### config.mk
export PLATFORM = sky130hd
export DESIGN_NAME = apb_regfile_slave
export DESIGN_NICKNAME = d
export VERILOG_FILES = /design/src/rtl/apb_regfile_slave.sv
export SDC_FILE = /design/constraint.sdc
export NUM_CORES = 1
export LEC_CHECK = 0
export BUFFER_PORTS_ARGS = -buffer_cell sky130_fd_sc_hd__buf_2
export CAP_MARGIN = 20
export CORE_MARGIN = 2
export CORE_UTILIZATION = 45
export DETAILED_ROUTE_END_ITERATION = 6
export SLEW_MARGIN = 0
export SYNTH_ARGS = -nofsm -noshare
export SYNTH_HDL_FRONTEND = slang
export SYNTH_SLANG_ARGS = --single-unit
### constraint.sdc
create_clock -name pclk -period 2.2 [get_ports pclk]
set_input_delay 0.11 -clock pclk [delete_from_list [all_inputs] [get_ports pclk]]
set_output_delay 0.11 -clock pclk [all_outputs]
set_load 0.05 [all_outputs]
### src/rtl/apb_regfile_slave.sv
// APB completer serving a NUM_REGS x 32-bit register window with WAIT_CYCLES wait states.
// Optional byte-lane strobes are enabled by defining APB_PSTRB_EN.
module apb_regfile_slave #(
    parameter logic [31:0] BASE_ADDR   = 32'h0000_A000,
    parameter int          NUM_REGS    = 16,
    parameter int          WAIT_CYCLES = 0,
    parameter logic [31:0] ID_VALUE    = 32'hA5B0_0001
) (
    input  logic        pclk,
    input  logic        preset_n,
    input  logic        psel,
    input  logic        penable,
    input  logic        pwrite,
    input  logic [31:0] paddr,
    input  logic [31:0] pwdata,
`ifdef APB_PSTRB_EN
    input  logic [3:0]  pstrb,
`endif
    output logic [31:0] prdata,
    output logic        pready,
    output logic        pslverr
);

    localparam int AW = $clog2(4 * NUM_REGS);
    localparam int IW = AW - 2;

    typedef enum logic [2:0] {
        S_IDLE  = 3'b001,
        S_WAIT  = 3'b010,
        S_READY = 3'b100
    } state_t;

    state_t        r_state;
    logic [3:0]    r_cnt;
    logic          r_wr;
    logic          r_err;
    logic [IW-1:0] r_idx;
    logic [31:0]   r_wdata;
    logic [31:0]   r_regs [NUM_REGS];
    logic          r_pready;
    logic          r_pslverr;
    logic [31:0]   r_prdata;

    logic          w_setup;
    logic          w_hit;
    logic [IW-1:0] w_idx;
    logic          w_err;
    logic [3:0]    w_strb;

    assign w_setup = psel & ~penable;
    assign w_hit   = (paddr[31:AW] == BASE_ADDR[31:AW]);
    assign w_idx   = paddr[AW-1:2];
    assign w_err   = ~w_hit | (paddr[1:0] != 2'b00) | (pwrite & (w_idx == '0));

`ifdef APB_PSTRB_EN
    logic [3:0] r_strb;
    assign w_strb = r_strb;
`else
    assign w_strb = 4'hF;
`endif

    function automatic logic [31:0] f_rdata(input logic wr, input logic err,
                                            input logic [IW-1:0] idx,
                                            input logic [31:0] regval);
        if (wr || err)
            return 32'h0;
        else if (idx == '0)
            return ID_VALUE;
        else
            return regval;
    endfunction

    function automatic logic [31:0] f_merge(input logic [31:0] old_val,
                                            input logic [31:0] new_val,
                                            input logic [3:0]  strb);
        logic [31:0] res;
        for (int b = 0; b < 4; b++)
            res[8*b +: 8] = strb[b] ? new_val[8*b +: 8] : old_val[8*b +: 8];
        return res;
    endfunction

    always_ff @(posedge pclk or negedge preset_n) begin
        if (!preset_n) begin
            r_state   <= S_IDLE;
            r_cnt     <= 4'd0;
            r_wr      <= 1'b0;
            r_err     <= 1'b0;
            r_idx     <= '0;
            r_wdata   <= 32'h0;
            r_pready  <= 1'b0;
            r_pslverr <= 1'b0;
            r_prdata  <= 32'h0;
`ifdef APB_PSTRB_EN
            r_strb    <= 4'h0;
`endif
            for (int i = 0; i < NUM_REGS; i++)
                r_regs[i] <= 32'h0;
        end else begin
            case (r_state)
                S_IDLE: begin
                    r_pready  <= 1'b0;
                    r_pslverr <= 1'b0;
                    r_prdata  <= 32'h0;
                    if (w_setup) begin
                        r_wr    <= pwrite;
                        r_err   <= w_err;
                        r_idx   <= w_idx;
                        r_wdata <= pwdata;
`ifdef APB_PSTRB_EN
                        r_strb  <= pstrb;
`endif
                        // Zero wait states: the response is built from the live bus.
                        if (WAIT_CYCLES == 0) begin
                            r_state   <= S_READY;
                            r_pready  <= 1'b1;
                            r_pslverr <= w_err;
                            r_prdata  <= f_rdata(pwrite, w_err, w_idx, r_regs[w_idx]);
                        end else begin
                            r_cnt   <= 4'(WAIT_CYCLES);
                            r_state <= S_WAIT;
                        end
                    end
                end
                S_WAIT: begin
                    // Master abandoned the transfer: drop it silently.
                    if (!psel) begin
                        r_state <= S_IDLE;
                        r_cnt   <= 4'd0;
                    end else if (penable) begin
                        r_cnt <= r_cnt - 4'd1;
                        if (r_cnt == 4'd1) begin
                            r_state   <= S_READY;
                            r_pready  <= 1'b1;
                            r_pslverr <= r_err;
                            r_prdata  <= f_rdata(r_wr, r_err, r_idx, r_regs[r_idx]);
                        end
                    end
                end
                S_READY: begin
                    r_state   <= S_IDLE;
                    r_pready  <= 1'b0;
                    r_pslverr <= 1'b0;
                    r_prdata  <= 32'h0;
                    if (r_wr && !r_err)
                        r_regs[r_idx] <= f_merge(r_regs[r_idx], r_wdata, w_strb);
                end
                default: begin
                    r_state <= S_IDLE;
                end
            endcase
        end
    end

    assign pready  = r_pready;
    assign pslverr = r_pslverr;
    assign prdata  = r_prdata;

endmodule

==> metrics.txt <==
outcome finished clean; LEAKAGE 15.2 nW; final WL 66500 µm; Tot Pwr 29.5 mW; Cell Rows 87; CP Data Required Time 2.71 ns; clock skew 0.0175 ns; VDD IR max 0.713 mV; Overflow after GRT 0; share of cells above drive strength 1 0.543; pin count of the biggest net entering global routing 90; CTS tree built; post-synthesis instance area 0.0259 mm²; CP Capture Type flip-flop; fmax 455 MHz; Hold/Removal Path Class primary input to flip-flop; Rel. slew slack 0.557; DRT antenna net count 0; Layout area overhead 21.1%; Slowest-stage cell, CP or3_4; sequential element share of the synthesized area 0.561; CTS buffer count 61; Core Area 0.0567 mm²; clock buffer depth 3; Overall Global Routing Usage 0.217; H-tree depth 2; Reg clk slew, reported paths 0.06 ns; Top Metal Used met4; CP peak stage delay 0.46 ns; Initial DRC Count 982; Root Buffer clkbuf_16; Cells after Synth 1602; Final Hold Fails 0; Post-synth EDFFs 0; DR DRC count 0; worst path cell trace inv_2 > ha_4 > nand3b_1 > or3_4 > nor3_4 > buf_4 > clkbuf_16 > mux2_2; GPL Wtd Cong 0.732; Vias/cell 5.73; Design Area, Final 0.0314 mm²; initial antenna violation count 0; met2 routed WL 31600 µm; RSZ-0062 raised after global routing yes; Die Span Y 244 µm; met3 wire length 2230 µm; synth warn 0; asr flop ratio synth 1.00; dpl hpwl 38600 µm; vias in the first global route 15700; Post-synth top flop dfrtp_1; Setup TNS 0 ns; DRT met1 WL 31000 µm; endpoints failing setup 0; Max Transition Viols Final 0; # IOs 103; Starting Density 0.457; first-pass GRT wire length 98500 µm; insertion delay to the later sink of the worst-skew pair 0.63 ns; Critical Path Start Type flip-flop; # diodes 0; Distinct cells, synth 41; routed len/inst 25.7 µm; FF+latch count, synth 581; clk sinks 581; CP arrival 2.71 ns; DP Area 0.0280 mm²; fin crit period 2.20 ns; Final period util 0.999; drt pass-1 iters 5; WHS 0.148 ns; syn nets 1673; Die ar. 0.0595 mm²; Nets 1856; pin slew with the least headroom to its limit 0.664 ns; PD cells 940 mW/mm²; Avg Inst Size Synth 16.2 µm²; Vias 14800; Port Buffers 102; Crit Path Max Fanout 7; Max Cap Viol 0; Worst Path Class, Setup flip-flop to flip-flop; Die X-Extent 244 µm
-- critical path, delay by kind of cell (launching register included) --
family | cells | cell delay, ns
DFF | 1 | 0.38
adders and majority gates | 1 | 0.13
buffers and inverters | 3 | 0.42
muxes | 1 | 0.33
and+or+nand+nor | 3 | 0.81
-- cell usage after synthesis, drive strengths merged, types with 5 or more instances --
library cell | instances | area (µm²)
nor2 | 10 | 52.6
buf | 92 | 581
clkbuf | 44 | 165
nor3 | 9 | 72.6
o2bb2ai | 5 | 43.8
a22o | 27 | 236
nand2b | 5 | 31.3
mux2i | 82 | 821
nand2 | 18 | 67.6
a21oi | 5 | 25.0
dfrtp | 580 | 14500
mux2 | 556 | 6260
nor4 | 7 | 65.1
a32o | 5 | 50.1
mux4 | 117 | 2640
o21ai | 8 | 40.0
-- final timing paths --
check / from / to / slack [ns] / cells past startpoint
worst min register to register: r_regs[326] / r_regs[326] / 0.48 / 1
worst min-delay path: paddr[14] / prdata[20] / 0.15 / 5
worst max-delay path: r_state[0] / r_regs[470] / 0.003 / 8
min in group asynchronous: preset_n / r_regs[53] / 0.50 / 3
max in group asynchronous: preset_n / r_regs[359] / 0.92 / 4
worst max register to register: r_state[0] / r_regs[470] / 0.003 / 8
-- sequential cells by signal, summed over array words and instances, names as in the netlist --
signal and count:
prdata 32, pready 1, pslverr 1, r_err 1
r_idx 4, r_regs 507, r_state 2, r_wdata 32
r_wr 1
-- where the power goes --
group          total (mW)  switching [mW]  leakage, nW  internal (mW)
Combinational        4.62            1.79         6.26           2.84
Clock                9.88            4.27        0.930           5.61
Sequential           15.0            2.40         8.00           12.6
-- per-stage QoR --
step | utilization | cells | worst slack [ns]
floorplan | - | 1602 | 0.0163
global placement | 0.493 | 2412 | -0.136
detailed placement | 0.493 | 2412 | -0.163
CTS | 0.535 | 2563 | -0.0529
global route | 0.553 | 2587 | -0.0673
finish | 0.553 | 2587 | 0.00302
-- cell usage in the layout (no fill, tap or decap), types with 4 or more instances in the layout --
cell / netlist / final
nand2_1: 18 / 11
buf_12: 0 / 56
a21oi_1: 5 / 5
nor4_1: 5 / 5
dlygate4sd3_1: 0 / 38
mux4_2: 117 / 117
nor2_4: 0 / 6
a22o_1: 27 / 27
dfrtp_1: 580 / 580
nand2b_1: 5 / 5
mux2_1: 18 / 13
clkbuf_1: 44 / 20
nand2_2: 0 / 7
mux2i_1: 82 / 82
o21ai_0: 8 / 8
nor3_1: 6 / 4
a32o_1: 5 / 5
buf_4: 33 / 41
clkbuf_16: 0 / 74
o2bb2ai_1: 5 / 5
buf_2: 47 / 97
nor3_4: 2 / 4
clkinv_2: 0 / 6
mux2_4: 0 / 126
buf_6: 7 / 5
clkbuf_8: 0 / 16
nor2_1: 4 / 4
mux2_2: 538 / 417
-- kinds of logic (layout without fill, tap and decap cells) --
group           Yosys count  in the layout  synth area share
simple gates             63             63            0.0151
fa+ha+maj                 2              2          0.000965
compound gates           61             61            0.0186
mux                     755            755             0.375
flops                   581            581             0.561
buf+inv                 140            369            0.0294
-- cell type report --
cell class	instances	area (µm²)
multi-input combinational	881	11200
fill	4519	25300
timing repair buffer	256	2790
inverter	4	15.0
clock inverter	13	98.8
tap	756	946
clock buffer	96	1810
sequential	581	14500
-- layer usage --
| metal | up-vias | global-route usage |
|---|---|---|
| met5 | - | 0 |
| met4 | 0 | 0.0569 |
| met3 | 90 | 0.0281 |
| met2 | 269 | 0.357 |
| met1 | 8123 | 0.308 |
| li1 | 6354 | - |
-- timing repair --
| item | in CTS | in global routing |
|---|---|---|
| gates resized for setup | 12 | 145 |
| setup endpoints to repair | 437 | 435 |
| setup buffers | 2 | 10 |
| hold endpoints to repair | 617 | 0 |
| cloned | 1 | 15 |
| hold buffers | 39 | 0 |
| pin swaps | 3 | 6 |
(Power assumes the default switching activity.)
